===== src/rtl/mlp_pkg.sv =====
// Shared types and helpers for the MLP neuron datapath.
package mlp_pkg;

    typedef enum logic [1:0] {
        IDLE,
        ACCUM,
        DONE
    } state_e;

    localparam int DATA_WIDTH_DEF = 8;
    localparam int PRODUCT_WIDTH  = 2 * DATA_WIDTH_DEF;
    localparam int SAT_W          = 64;

    typedef struct packed {
        logic signed [SAT_W-1:0] sum;
        logic                    ovf;
    } sat_res_t;

    // Operands arrive sign-extended from a width-bit range, so the wide add never wraps.
    function automatic sat_res_t sat_add(
        input logic signed [SAT_W-1:0] a,
        input logic signed [SAT_W-1:0] b,
        input int                      width
    );
        logic signed [SAT_W-1:0] s;
        logic signed [SAT_W-1:0] hi;
        logic signed [SAT_W-1:0] lo;
        sat_res_t r;
        s  = a + b;
        hi = (64'sd1 <<< (width - 1)) - 64'sd1;
        lo = -hi - 64'sd1;
        r.ovf = (s > hi) || (s < lo);
        r.sum = (s > hi) ? hi : ((s < lo) ? lo : s);
        return r;
    endfunction

endpackage


===== src/rtl/mac_accumulator_mult.sv =====
// Combinational signed multiplier; isolated so it can be retimed later.
module signed_multiplier
    import mlp_pkg::*;
#(
    parameter int DATA_WIDTH = DATA_WIDTH_DEF
) (
    input  logic signed [DATA_WIDTH-1:0]   a,
    input  logic signed [DATA_WIDTH-1:0]   b,
    output logic signed [2*DATA_WIDTH-1:0] p
);

    assign p = a * b;

endmodule


===== src/rtl/mac_accumulator.sv =====
// Sequential MAC stage of one MLP neuron.
// Define MAC_SATURATE_EN for saturating adds and the sat_flag output.
module mac_accumulator
    import mlp_pkg::*;
#(
    parameter int DATA_WIDTH   = 8,
    parameter int FRACTION_BIT = 4,
    parameter int ACC_WIDTH    = 24,
    parameter int NUM_INPUTS   = 16
) (
    input  logic                         clk,
    input  logic                         rst_n,
    input  logic                         in_valid,
    output logic                         in_ready,
    input  logic signed [DATA_WIDTH-1:0] x_in,
    input  logic signed [DATA_WIDTH-1:0] w_in,
    input  logic signed [DATA_WIDTH-1:0] bias_in,
    output logic                         out_valid,
    input  logic                         out_ready,
    output logic signed [ACC_WIDTH-1:0]  acc_out
`ifdef MAC_SATURATE_EN
    ,
    output logic                         sat_flag
`endif
);

    localparam int PW = 2 * DATA_WIDTH;
    localparam int CW = $clog2(NUM_INPUTS + 1);
    localparam logic [CW-1:0] LAST = CW'(NUM_INPUTS);

    state_e                      state_q, state_d;
    logic signed [ACC_WIDTH-1:0] acc_q, acc_d;
    logic [CW-1:0]               cnt_q, cnt_d;
    logic                        in_ready_q, in_ready_d;
    logic                        out_valid_q, out_valid_d;

    logic signed [PW-1:0]        product;
    logic signed [ACC_WIDTH-1:0] product_ext;
    logic signed [ACC_WIDTH-1:0] bias_ext;
    logic signed [ACC_WIDTH-1:0] add_a;
    logic signed [ACC_WIDTH-1:0] sum;
    logic                        accept;
    logic                        transfer;

    signed_multiplier #(
        .DATA_WIDTH(DATA_WIDTH)
    ) u_mul (
        .a(x_in),
        .b(w_in),
        .p(product)
    );

    assign accept      = in_valid && in_ready_q;
    assign transfer    = out_valid_q && out_ready;
    assign product_ext = ACC_WIDTH'(product);
    assign bias_ext    = ACC_WIDTH'(bias_in) <<< FRACTION_BIT;
    // The first beat of an evaluation starts from the aligned bias.
    assign add_a       = (state_q == IDLE) ? bias_ext : acc_q;

`ifdef MAC_SATURATE_EN
    sat_res_t sat_r;
    logic     sat_q, sat_d;

    assign sat_r    = sat_add(SAT_W'(add_a), SAT_W'(product_ext), ACC_WIDTH);
    assign sum      = sat_r.sum[ACC_WIDTH-1:0];
    assign sat_flag = sat_q;

    always_comb begin
        sat_d = sat_q;
        if (accept) begin
            sat_d = (state_q == IDLE) ? sat_r.ovf : (sat_q | sat_r.ovf);
        end
    end

    always_ff @(posedge clk or negedge rst_n) begin
        if (!rst_n) begin
            sat_q <= 1'b0;
        end else begin
            sat_q <= sat_d;
        end
    end
`else
    assign sum = add_a + product_ext;
`endif

    always_comb begin
        state_d = state_q;
        acc_d   = acc_q;
        cnt_d   = cnt_q;
        unique case (state_q)
            IDLE: begin
                if (accept) begin
                    acc_d   = sum;
                    cnt_d   = CW'(1);
                    state_d = (LAST == CW'(1)) ? DONE : ACCUM;
                end
            end
            ACCUM: begin
                if (accept) begin
                    acc_d = sum;
                    cnt_d = cnt_q + CW'(1);
                    if (cnt_q + CW'(1) == LAST) begin
                        state_d = DONE;
                    end
                end
            end
            DONE: begin
                if (transfer) begin
                    state_d = IDLE;
                    cnt_d   = '0;
                end
            end
            default: state_d = IDLE;
        endcase
        in_ready_d  = (state_d != DONE);
        out_valid_d = (state_d == DONE);
    end

    always_ff @(posedge clk or negedge rst_n) begin
        if (!rst_n) begin
            state_q     <= IDLE;
            acc_q       <= '0;
            cnt_q       <= '0;
            in_ready_q  <= 1'b0;
            out_valid_q <= 1'b0;
        end else begin
            state_q     <= state_d;
            acc_q       <= acc_d;
            cnt_q       <= cnt_d;
            in_ready_q  <= in_ready_d;
            out_valid_q <= out_valid_d;
        end
    end

    assign in_ready  = in_ready_q;
    assign out_valid = out_valid_q;
    assign acc_out   = acc_q;

endmodule


===== config.mk =====
export PLATFORM = sky130hd
export DESIGN_NAME = mac_accumulator
export DESIGN_NICKNAME = d
export VERILOG_FILES = /design/src/rtl/mlp_pkg.sv /design/src/rtl/mac_accumulator_mult.sv /design/src/rtl/mac_accumulator.sv
export SDC_FILE = /design/constraint.sdc
export NUM_CORES = 1
export LEC_CHECK = 0
export ABC_CLOCK_PERIOD_IN_PS = 4100
export BUFFER_PORTS_ARGS = -buffer_cell sky130_fd_sc_hd__buf_4
export CORE_MARGIN = 2
export CORE_UTILIZATION = 25
export DETAILED_ROUTE_END_ITERATION = 10
export SYNTH_ARGS = -nofsm -noshare
export SYNTH_HDL_FRONTEND = slang
export SYNTH_HIERARCHICAL = 1
export SYNTH_SLANG_ARGS = --single-unit
export TNS_END_PERCENT = 50

===== constraint.sdc =====
create_clock -name clk -period 4.1 [get_ports clk]
set_input_delay 0.82 -clock clk [delete_from_list [all_inputs] [get_ports clk]]
set_output_delay 0.82 -clock clk [all_outputs]
set_load 0.005 [all_outputs]

# Word level (Yosys, flattened, before mapping)
# Cells that the tools add are included.
# word_totals
register_bits	33
latchBits	0
mem_bits_rw	0
rom_bits	0
inputBits	28
out_inout_bits	26
wordCells	33
n_memories	0
# op_classes
addsub	2
mul	1
n_div	0
magnitude_cmp	0
eq_ne	8
n_shift	0
mux	10
bitwise	0
reduce_logical	7
# op_table
cell	n
$add A24 B16 Y24	1
$mux W24	1
$mul A8 B8 Y16	1
$mux W5	3
$pmux W5 S3	1
$mux W2	4
$ne A2 B2 Y1 const B	4
$pmux W2 S3	1
$add A5 B1 Y5 const B	1
$eq A5 B5 Y1 const B	1
$eq A2 B2 Y1 const B	2
$reduce_and A4 Y1	1
$reduce_bool A3 Y1	1
$eq A2 B1 Y1 const B	1
$logic_and A1 B1 Y1	2
$logic_not A2 Y1	1
$reduce_and A2 Y1	1
$reduce_or A2 Y1	1

# Logic depth before layout (Yosys ltp)
# Gate-level depths: netlist (run 1).
# logic_depth
depth_word	6
mapped_depth	25
mapped_depth_nobuf	25

# Hierarchy
# Netlist (run 1), hierarchy kept.
# by_module_without_submodules
mod	instances	cells_per_inst	area_each_um2	seq_area_each_um2
mac_accumulator	1	356	2996.6	825.8
signed_multiplier	1	289	2543.7	0.0

# Worst setup path after synthesis (run 1)
# OpenSTA, ideal clock, no wires.
# synth_path
path_kind	input -> register
from	input port x_in[7]
to	register acc_q[23], in the netlist acc_out[23]
setup_ns	0.087
t_arrival_ns	6.793
required_ns	4.013
slack_ns	-2.780
stages	23
path_buffers	1
path_cell_list	and2_1 > fa_1 > inv_1 > fa_1 > inv_1 > fa_1 > inv_1 > fa_1 > inv_1 > ha_1 > nand2_1 > o21ai_0 > o41ai_2 > xnor2_1 > ha_1 > buf_6 > a211oi_4 > o31ai_2 > a2111o_1 > nor3_4 > nor2_2 > o311a_1 > a211oi_2
# synth_via
elab_chain_len	2
# synth_rtl
item	line	text
start, declared	mac_accumulator.sv:15	input logic signed [DATA_WIDTH-1:0] x_in,
$mul A8 B8 Y16	mac_accumulator_mult.sv:12	assign p = a * b;
named net product[15]	mac_accumulator.sv:37	logic signed [PW-1:0] product;
$add A24 B16 Y24	mac_accumulator.sv:83	assign sum = add_a + product_ext;
end signal, assigned	mac_accumulator.sv:122	acc_q <= '0;
end signal, assigned	mac_accumulator.sv:128	acc_q <= acc_d;
end, declared	mac_accumulator.sv:32	logic signed [ACC_WIDTH-1:0] acc_q, acc_d;
# The timed path passes the listed nets, and every way through them passes these cells.
# A chain may end at the register's enable or synchronous reset.

# Final worst setup path (run 1)
# layout_path
from	input port w_in[2]
to	register acc_q[23], in the netlist acc_out[23]
# layout_via
elab_chain_len	2
# layout_rtl
item	line	text
start, declared	mac_accumulator.sv:16	input logic signed [DATA_WIDTH-1:0] w_in,
$mul A8 B8 Y16	mac_accumulator_mult.sv:12	
named net product[12]	mac_accumulator.sv:37	
$add A24 B16 Y24	mac_accumulator.sv:83	
# The timed path passes the listed nets, and every way through them passes these cells.

==> run_results.csv, run 1 <==
group,metric,value,unit
die,die_x,153,um
sta,min_period,6.23,ns
critical_path,critPathMaxFanout,3,
critical_path,worstReg2RegStart,"state_q[0]",
grt,antenna_found_initial,0,
yosys,synth_edf_count,0,
run_status,outcome,"complete, but fails checks",
route,dr.pass1.iters,4,
grt,grt_pass1_vias,5314,
final_layout,drive_above_1_share,35.9,%
placement,post-place-cells,1087,
cts,clkTransAtPathRegs,0.05,ns
yosys,yosysWarnings,6,
cts,cts_buffer_depth,2,
critical_path,setup.worst_path.start,"w_in[2]",
yosys,ys_types,65,
route,wl_per_cell,13.6,um
route,drc,0,
yosys,synthCells,645,
die,fp.dieH,153,um
sta,slew_viol_final,0,
die,initial_utilization,25.5,%
route,ant_nets,0,
placement,port_buffers,53,
yosys,synth_area,0.00554,mm2
route,viasPerCell,4.54,
final_layout,nFillCells,2209,
critical_path,required,4.29,ns
yosys,synth.avg_cell_area,8.59,um2
route,drt_iter0_markers,238,
yosys,ys.flop_type,"dfrtp_1",
die,io_pins,54,
cts,cts_tree,"yes",
critical_path,r2r_end,"acc_out[23]",
cts,h-tree-depth,2,
cts,clock_latency,0.28,ns
sta,finalWorstSetupSlack,-2.13,ns
critical_path,critical-path-max-stage-delay,0.52,ns
critical_path,cp_num_buf_inv,9,
critical_path,r2r_slack,0.43,ns
critical_path,arrival,6.42,ns
cts,numClockSinks,33,
sta,max_slew_margin,35.1,%
critical_path,start_kind,"primary input",
sta,hold_viol_final,0,
sta,finClkSkew,0.00481,ns
hold_path,hold_path.class,"in -> async",
cts,cts_root_buf,"clkbuf_16",
run,cap_violations,0,
route,vias,5030,
yosys,ys_ff_latch,33,
final_layout,area.growth.synth_to_final,44.0,%
sta,rsz0062_at_grt,"yes",
grt,track_usage,12.8,%
grt,grt_overflow,0,
die,rows,54,
die,core_area,0.0218,mm2
final_layout,finish.utilization,36.7,%
placement,dp_hpwl,11600,um
sta,tightest_slew,0.974,ns
critical_path,reg2reg_depth,14,
yosys,syn_nets,788,
critical_path,path_delay_family,"adder cells",
critical_path,timing_worst_setup_path_type,"in -> reg",
sta,fmaxAchievable,0.161,GHz
route,finalWirelength,15000,um
critical_path,cpMostUsedCell,"fa_1",
final_layout,finalNonFillerCells,1109,
die,dieArea,0.0234,mm2
yosys,yosysSeqAreaShare,14.9,%
critical_path,worstSetupEndpointType,"flop",
placement,gp_congestion,0.867,
grt,grt_max_degree,34,
critical_path,slowest_stage,"fa_1",
run_status,violations,"setup timing",
final_layout,num-nets-final,971,
grt,grt_pass1_wl,25200,um
yosys,synthArstFlopShare,100,%
cts,cts-buffers-inserted,5,
sta,setup_viol,19,
final_layout,diodes,0,
sta,fin_crit_sh,152,%
layout make-up:
class	count	area, um2	area share [%]
clock buffer	6	129	1.62
inverter	108	405	5.08
tap	280	350	4.39
timing repair buffer	187	1500	18.8
multi-input combinational	493	4760	59.7
clock inverter	2	10.0	0.125
sequential	33	826	10.4
cells in the final DEF (no fill, tap or decap), types with 4 or more instances in the layout:
cell type and count:
a21o_1 10, buf_6 14, xor2_1 9, fa_1 55
and2_1 45, nor3_1 9, nor2_1 16, a21oi_4 6
clkbuf_16 5, o21ai_0 30, buf_4 169, o21ai_1 7
nor2b_1 15, xnor2_1 17, nand2_1 53, dfrtp_1 33
inv_1 102, mux2_2 9, and3_1 4, a21oi_1 20
o21ai_2 7, o21bai_1 4, a211o_1 4, a211oi_2 4
ha_1 47, inv_2 6, nand4_1 4, nor2_2 4
nand3_1 8, a21oi_2 8, and2_4 6, o21a_1 6
o211ai_1 5, ha_4 10
routing by layer:
layer / GRT usage [%] / wire (um) / up-vias
li1: - / - / 2512
met2: 22.5 / 7680 / 55
met5: 0 / 0 / -
met4: 2.56 / 180 / 0
met1: 16.8 / 6750 / 2447
met3: 1.79 / 423 / 16
logic make-up after synthesis:
logic type,after synthesis,synth area share (%)
adders and majority gates,115,33.6
buffers and inverters,119,8.24
AOI/OAI and AO/OA,143,17.6
xor gates and xnor gates,30,4.74
DFF,33,14.9
muxes,11,2.19
and+or+nand+nor,194,18.7
synth_stat cells (3+ instances only):
cell | instances | area share, %
a21o_1 | 10 | 1.4
nor2b_1 | 16 | 1.8
mux2_2 | 9 | 1.8
and2_1 | 51 | 5.8
or2_2 | 3 | 0.34
inv_1 | 107 | 7.2
o211ai_1 | 5 | 0.68
or3_1 | 3 | 0.34
xor2_1 | 10 | 1.6
o21ai_1 | 4 | 0.36
xnor2_1 | 20 | 3.2
a211o_1 | 4 | 0.63
dfrtp_1 | 33 | 15
fa_1 | 56 | 20
nand3_1 | 10 | 0.90
o21bai_1 | 5 | 0.68
nor3_1 | 11 | 0.99
a21oi_1 | 32 | 2.9
o31ai_1 | 3 | 0.41
o21ai_0 | 40 | 3.6
clkbuf_1 | 7 | 0.47
o22ai_1 | 4 | 0.45
nand3b_1 | 3 | 0.41
nor2_1 | 19 | 1.3
o21a_1 | 6 | 0.81
ha_1 | 59 | 13
nand4_1 | 4 | 0.45
and3_1 | 6 | 0.68
a211oi_1 | 3 | 0.41
nand2_1 | 56 | 3.8
through the flow:
stage / instance area [um2] / TNS, ns / setup WS [ns] / hold slack (ns)
2_1_floorplan: 5610 / -24.63 / -2.36 / 0.484
3_3_place_gp: 7210 / -35.73 / -2.53 / 0.483
3_5_place_dp: 7210 / -36.17 / -2.65 / 0.484
4_1_cts: 7800 / -27.92 / -2.06 / 0.497
5_1_grt: 7980 / -31.88 / -2.37 / 0.540
6_report: 7980 / -27.87 / -2.13 / 0.504
flip-flops by register name (all words and copies together) (netlist names):
name and cells:
acc_out 24, cnt_q 5, in_ready 1, out_valid 1
state_q 2
repair_timing:
action | CTS | global route
pin swaps | 50 | 28
endpoints found under the setup margin | 19 | 19
hold buffers | 0 | 0
buffers inserted | 15 | 4
gates resized for setup | 72 | 33
worst max-delay path by stage:
stage               slack (ns)  cells past startpoint     endpoint
floorplan                -2.36                     24  acc_out[23]
global placement         -2.53                     24  acc_out[23]
detailed placement       -2.65                     21  acc_out[23]
CTS                      -2.06                     28  acc_out[23]
global route             -2.37                     28  acc_out[23]
finish                   -2.13                     28  acc_out[23]
Power of run 1 is not shown: default switching activity piles up to over one toggle a cycle in this logic, so the estimate is an artifact.
==> run 2, diff against run 1 <==
CORE_UTILIZATION = 35   (was 25)
GPL_TIMING_DRIVEN = 0   (was not set)
SYNTH_HIERARCHICAL = not set   (was 1)
==> run 2 against run 1 <==
Net effect: the run still ends with setup timing left; highest routed layer unchanged; critical endpoint is now acc_out[22]; fmax up 19%; cell count decreased by 17%; critical path type is now reg -> reg; utilization grew 11 points; worst hold slack got worse by 0.012 ns.
==> run_results.csv, run 2 <==
group,metric,value,unit
die,die_x,132,um
sta,fmaxAchievable,0.190,GHz
run_status,outcome,"complete, but fails checks",
yosys,yosysWarnings,0,
die,initial_utilization,36.0,%
grt,grt_pass1_wl,24800,um
sta,fin_crit_sh,128,%
die,rows,46,
critical_path,worstSetupEndpointType,"flop",
sta,fin_tns_setup,-14.27,ns
placement,dp_hpwl,11200,um
final_layout,nFillCells,1441,
placement,dpl_cell_area,0.00649,mm2
route,drt_iter0_markers,192,
route,vias,4490,
final_layout,stdcell_area,0.00764,mm2
placement,post-place-cells,851,
run,cap_violations,0,
die,dieArea,0.0174,mm2
critical_path,setup.worst_path.start,"state_q[1]",
route,viasPerCell,4.91,
sta,finalWorstSetupSlack,-1.15,ns
critical_path,start_kind,"flop",
cts,cts_tree,"yes",
grt,track_usage,17.4,%
final_layout,finish.utilization,47.9,%
cts,clkTransAtPathRegs,0.05,ns
sta,rsz0062_at_grt,"yes",
yosys,ys_ff_latch,33,
sta,finClkSkew,0.00374,ns
final_layout,diodes,0,
grt,grt_pass1_vias,4928,
cts,h-tree-depth,2,
die,io_pins,54,
route,drc,0,
die,fp.dieH,132,um
grt,grt_overflow,0,
yosys,synth_area,0.00573,mm2
final_layout,final_cell_mix,"98 x fa_1, 94 x buf_4, 89 x inv_1, 63 x nand2_1, 35 x ha_1",
yosys,synth_top_area_share,36.3,%
cts,numClockSinks,33,
yosys,syn_nets,774,
yosys,ys_types,45,
sta,hold_viol_final,0,
yosys,ys.flop_type,"dfrtp_1",
cts,cts-buffers-inserted,5,
final_layout,finalNonFillerCells,915,
critical_path,timing_worst_setup_path_type,"reg -> reg",
cts,cts_buffer_depth,2,
yosys,synth_area_leaders,"fa_1 36%, dfrtp_1 14%, ha_1 13%",
sta,slew_viol_final,0,
die,core_area,0.0159,mm2
sta,min_period,5.25,ns
route,ant_nets,0,
final_layout,layout_commonest_cell,"fa_1",
final_layout,largest_register_ffs,24,
grt,grt_max_degree,34,
yosys,synth_top_cell_by_area,"fa_1",
final_layout,seq_area,826,um2
cts,clock_latency,0.28,ns
route,dr.pass1.iters,4,
critical_path,worstReg2RegStart,"state_q[1]",
run_status,violations,"setup timing",
route,finalWirelength,14700,um
placement,port_buffers,52,
final_layout,drive_above_1_share,30.8,%
yosys,synth.avg_cell_area,9.84,um2
final_layout,multi_input_area,0.00499,mm2
sta,setup_viol,19,
yosys,yosys-top-cells-count,"104 x fa_1, 102 x inv_1, 65 x nand2_1",
cts,cts_root_buf,"clkbuf_16",
final_layout,num-nets-final,890,
grt,antenna_found_initial,0,
hold_path,hold_path.class,"in -> async",
critical_path,required,4.25,ns
yosys,yosysSeqAreaShare,14.4,%
yosys,synthArstFlopShare,100,%
critical_path,reg2reg_depth,19,
yosys,synth_edf_count,0,
sta,tightest_slew,0.648,ns
sta,max_slew_margin,56.8,%
yosys,synthCells,583,
critical_path,critPathMaxFanout,4,
critical_path,arrival,5.40,ns
yosys,yosysMostFrequentCell,"fa_1",
final_layout,area.growth.synth_to_final,33.3,%
placement,gp_congestion,0.875,
route,wl_per_cell,16.1,um
==> run 2: cell families after synthesis <==
kind of cell / Yosys count / synth area share, %
AO/OA/AOI/OAI: 96 / 10.6
XOR/XNOR: 22 / 3.36
adder cells (fa/ha/maj): 163 / 49.2
buffers and inverters: 113 / 7.42
flip-flops: 33 / 14.4
multiplexers: 16 / 2.97
AND/OR/NAND/NOR: 140 / 12.1
==> run 2: worst paths after layout <==
path,end,slack [ns]
worst min-delay path,cnt_q[4],0.49
min in group clk,cnt_q[4],0.53
worst max register to register,acc_out[22],-1.15
worst max-delay path,acc_out[22],-1.15
worst min register to register,cnt_q[4],0.53
max in group asynchronous,acc_out[6],3.30
==> run 2: repair_timing <==
item	CTS	global route
pin swaps	55	31
endpoints found under the setup margin	20	19
resized for setup	97	16
hold buffers	0	0
setup buffers	43	14
==> run 2: through the flow <==
stage | worst slack (ns) | hold WS, ns
2_1_floorplan | -1.50 | 0.466
3_3_place_gp | -2.07 | 0.496
3_5_place_dp | -2.11 | 0.516
4_1_cts | -1.09 | 0.504
5_1_grt | -1.27 | 0.521
6_report | -1.15 | 0.492
==> run 2: cell type report <==
type                    count  area share, %
multi-input cells         437           65.3
repair buffers            109           11.8
flip-flops and latches     33           10.8
inverters                 102           5.16
well taps                 216           3.54
clock buffers               7           1.87
plain buffers              11           1.46
==> run 2: metal layers <==
layer	track usage [%]	vias up	wire, um
met5	0	-	0
met4	3.20	0	222
met3	2.38	18	526
met2	30.3	97	7510
met1	23.4	2281	6450
li1	-	2094	-
==> run 2: worst max-delay path, cell delays in order (launching register included) <==
cell and delay (ns):
dfrtp_1 0.39, inv_2 0.07, ha_4 0.18, and2_4 0.18
clkbuf_16 0.15, a21oi_2 0.17, fa_1 0.48, fa_1 0.51
fa_1 0.54, inv_2 0.04, fa_1 0.49, ha_4 0.30
ha_4 0.19, a21o_1 0.19, a21o_1 0.15, a21o_1 0.18
a21oi_2 0.16, o21ai_2 0.10, o311a_1 0.29, or3b_1 0.35
Power of run 2 is left out for the same reason.
==> run 3, diff against run 2 <==
CORE_ASPECT_RATIO = 1.2   (was not set)
CTS_CLUSTER_SIZE = 30   (was not set)
==> run 3 against run 2 <==
Net effect: largest cell class unchanged; non-clock buffer count down 2; final area up 1.2%; worst hold slack improved by 0.00074 ns; the flow still finishes with violations (setup timing); global-route usage rose by 0.090 points; fmax rose by 0.63%; sequential share of layout area shrank 0.13 points; cell count shrank 0.44%; count of clock-buffer cells in the layout unchanged; highest routed layer unchanged.
==> run_results.csv, run 3 (same netlist as run 2, synthesis figures left out) <==
group,metric,value,unit
critical_path,path_depth,18,
die,fp.dieH,144,um
final_layout,final_cell_mix,"97 x fa_1, 89 x buf_4, 85 x inv_1, 61 x nand2_1, 33 x dfrtp_1",
placement,dp_hpwl,11300,um
grt,grt_overflow,0,
critical_path,critPathMaxFanout,8,
cts,numClockSinks,33,
sta,hold_viol_final,0,
grt,grt_max_degree,34,
critical_path,worstSetupEndpointType,"flop",
run_status,violations,"setup timing",
route,finalWirelength,14700,um
sta,rsz0062_at_grt,"yes",
sta,whs,0.493,ns
sta,max_slew_margin,59.8,%
cts,cts_root_buf,"clkbuf_16",
cts,cts-buffers-inserted,5,
die,initial_utilization,35.5,%
final_layout,drive_above_1_share,32.8,%
sta,setup_viol,19,
critical_path,worstReg2RegStart,"state_q[0]",
hold_path,hold_path.class,"in -> async",
critical_path,required,4.26,ns
critical_path,cpMostUsedCell,"fa_1",
route,wl_per_cell,16.2,um
placement,gp_congestion,0.854,
placement,port_buffers,52,
placement,dpl_cell_area,0.00648,mm2
sta,fin_tns_setup,-14.70,ns
sta,fmaxAchievable,0.192,GHz
run,cap_violations,0,
final_layout,stdcell_area,0.00773,mm2
critical_path,cp_num_buf_inv,5,
die,core_area,0.0161,mm2
critical_path,start_kind,"primary input",
final_layout,num-nets-final,889,
cts,clock_latency,0.28,ns
grt,antenna_found_initial,0,
cts,clkTransAtPathRegs,0.05,ns
sta,tightest_slew,0.603,ns
sta,min_period,5.22,ns
final_layout,area.growth.synth_to_final,34.8,%
cts,cts_tree,"yes",
critical_path,reg2reg_depth,20,
critical_path,r2r_end,"acc_out[22]",
critical_path,slowest_stage,"fa_2",
critical_path,path_delay_family,"adder cells",
critical_path,r2r_slack,-1.12,ns
sta,finClkSkew,0.00766,ns
critical_path,critical-path-max-stage-delay,0.60,ns
sta,fin_crit_sh,127,%
sta,slew_viol_final,0,
route,drt_iter0_markers,222,
grt,grt_pass1_vias,4941,
die,die_x,121,um
cts,cts_buffer_depth,2,
route,viasPerCell,4.99,
grt,grt_pass1_wl,24300,um
critical_path,setup.worst_path.end,"acc_out[22]",
route,ant_nets,0,
critical_path,timing_worst_setup_path_type,"in -> reg",
critical_path,arrival,5.37,ns
route,dr.pass1.iters,4,
final_layout,diodes,0,
sta,finalWorstSetupSlack,-1.12,ns
critical_path,setup.worst_path.start,"x_in[7]",
run_status,outcome,"complete, but fails checks",
final_layout,largest_register_ffs,24,
final_layout,layout_commonest_cell,"fa_1",
grt,track_usage,17.5,%
die,dieArea,0.0174,mm2
route,drc,0,
cts,h-tree-depth,2,
route,vias,4550,
die,rows,51,
die,io_pins,54,
critical_path,path_cells,"buf_12 -> and2_4 -> clkinvlp_4 -> buf_6 -> buf_4 -> fa_1 -> fa_1 -> inv_1 -> fa_1 -> fa_2 -> ha_4 -> ha_4 -> and3_4 -> a31o_1 -> a41oi_4 -> o21ai_4 -> o311a_1 -> or3b_1",
run 3: worst min path at each step:
| stage | slack [ns] | to |
|---|---|---|
| after global placement | 0.50 | cnt_q[4] |
| after detailed placement | 0.50 | cnt_q[4] |
| after global routing | 0.53 | state_q[0] |
| after CTS | 0.50 | acc_out[15] |
| final | 0.49 | in_ready |
| after floorplan | 0.47 | cnt_q[4] |
run 3: metal layers:
layer  GRT usage [%]  up-vias  share of wire (%)
met4            3.61        0                2.2
met3            1.74       21                3.0
met5               0        -                  0
met2            31.6       89                 52
met1            22.8     2359                 43
li1                -     2081                  -
run 3: timing repair:
| action | 4_1_cts | 5_1_grt |
|---|---|---|
| setup endpoints to repair | 20 | 19 |
| pin swaps | 58 | 50 |
| gates cloned | 1 | 0 |
| resized for setup | 99 | 43 |
| hold endpoints to repair | 0 | 0 |
| buffers inserted | 40 | 16 |
| hold buffers | 0 | 0 |
run 3: through the flow:
step | cells | util [%] | setup slack (ns)
after detailed placement | 847 | 40.2 | -2.21
after global routing | 911 | 47.9 | -1.30
after floorplan | 583 | - | -1.50
after global placement | 847 | 40.2 | -2.13
final | 911 | 47.9 | -1.12
after CTS | 896 | 46.2 | -1.10
run 3: area by class of cell:
class / count / area (um2)
clock inverters: 1 / 30.0
repair buffers: 107 / 888
plain buffers: 11 / 100
well taps: 212 / 265
flip-flops and latches: 33 / 826
multi-input cells: 437 / 5070
inverters: 102 / 397
fillers: 1479 / 8410
clock buffers: 7 / 143
repair inverters: 1 / 7.51
Power of run 3 is left out for the same reason.
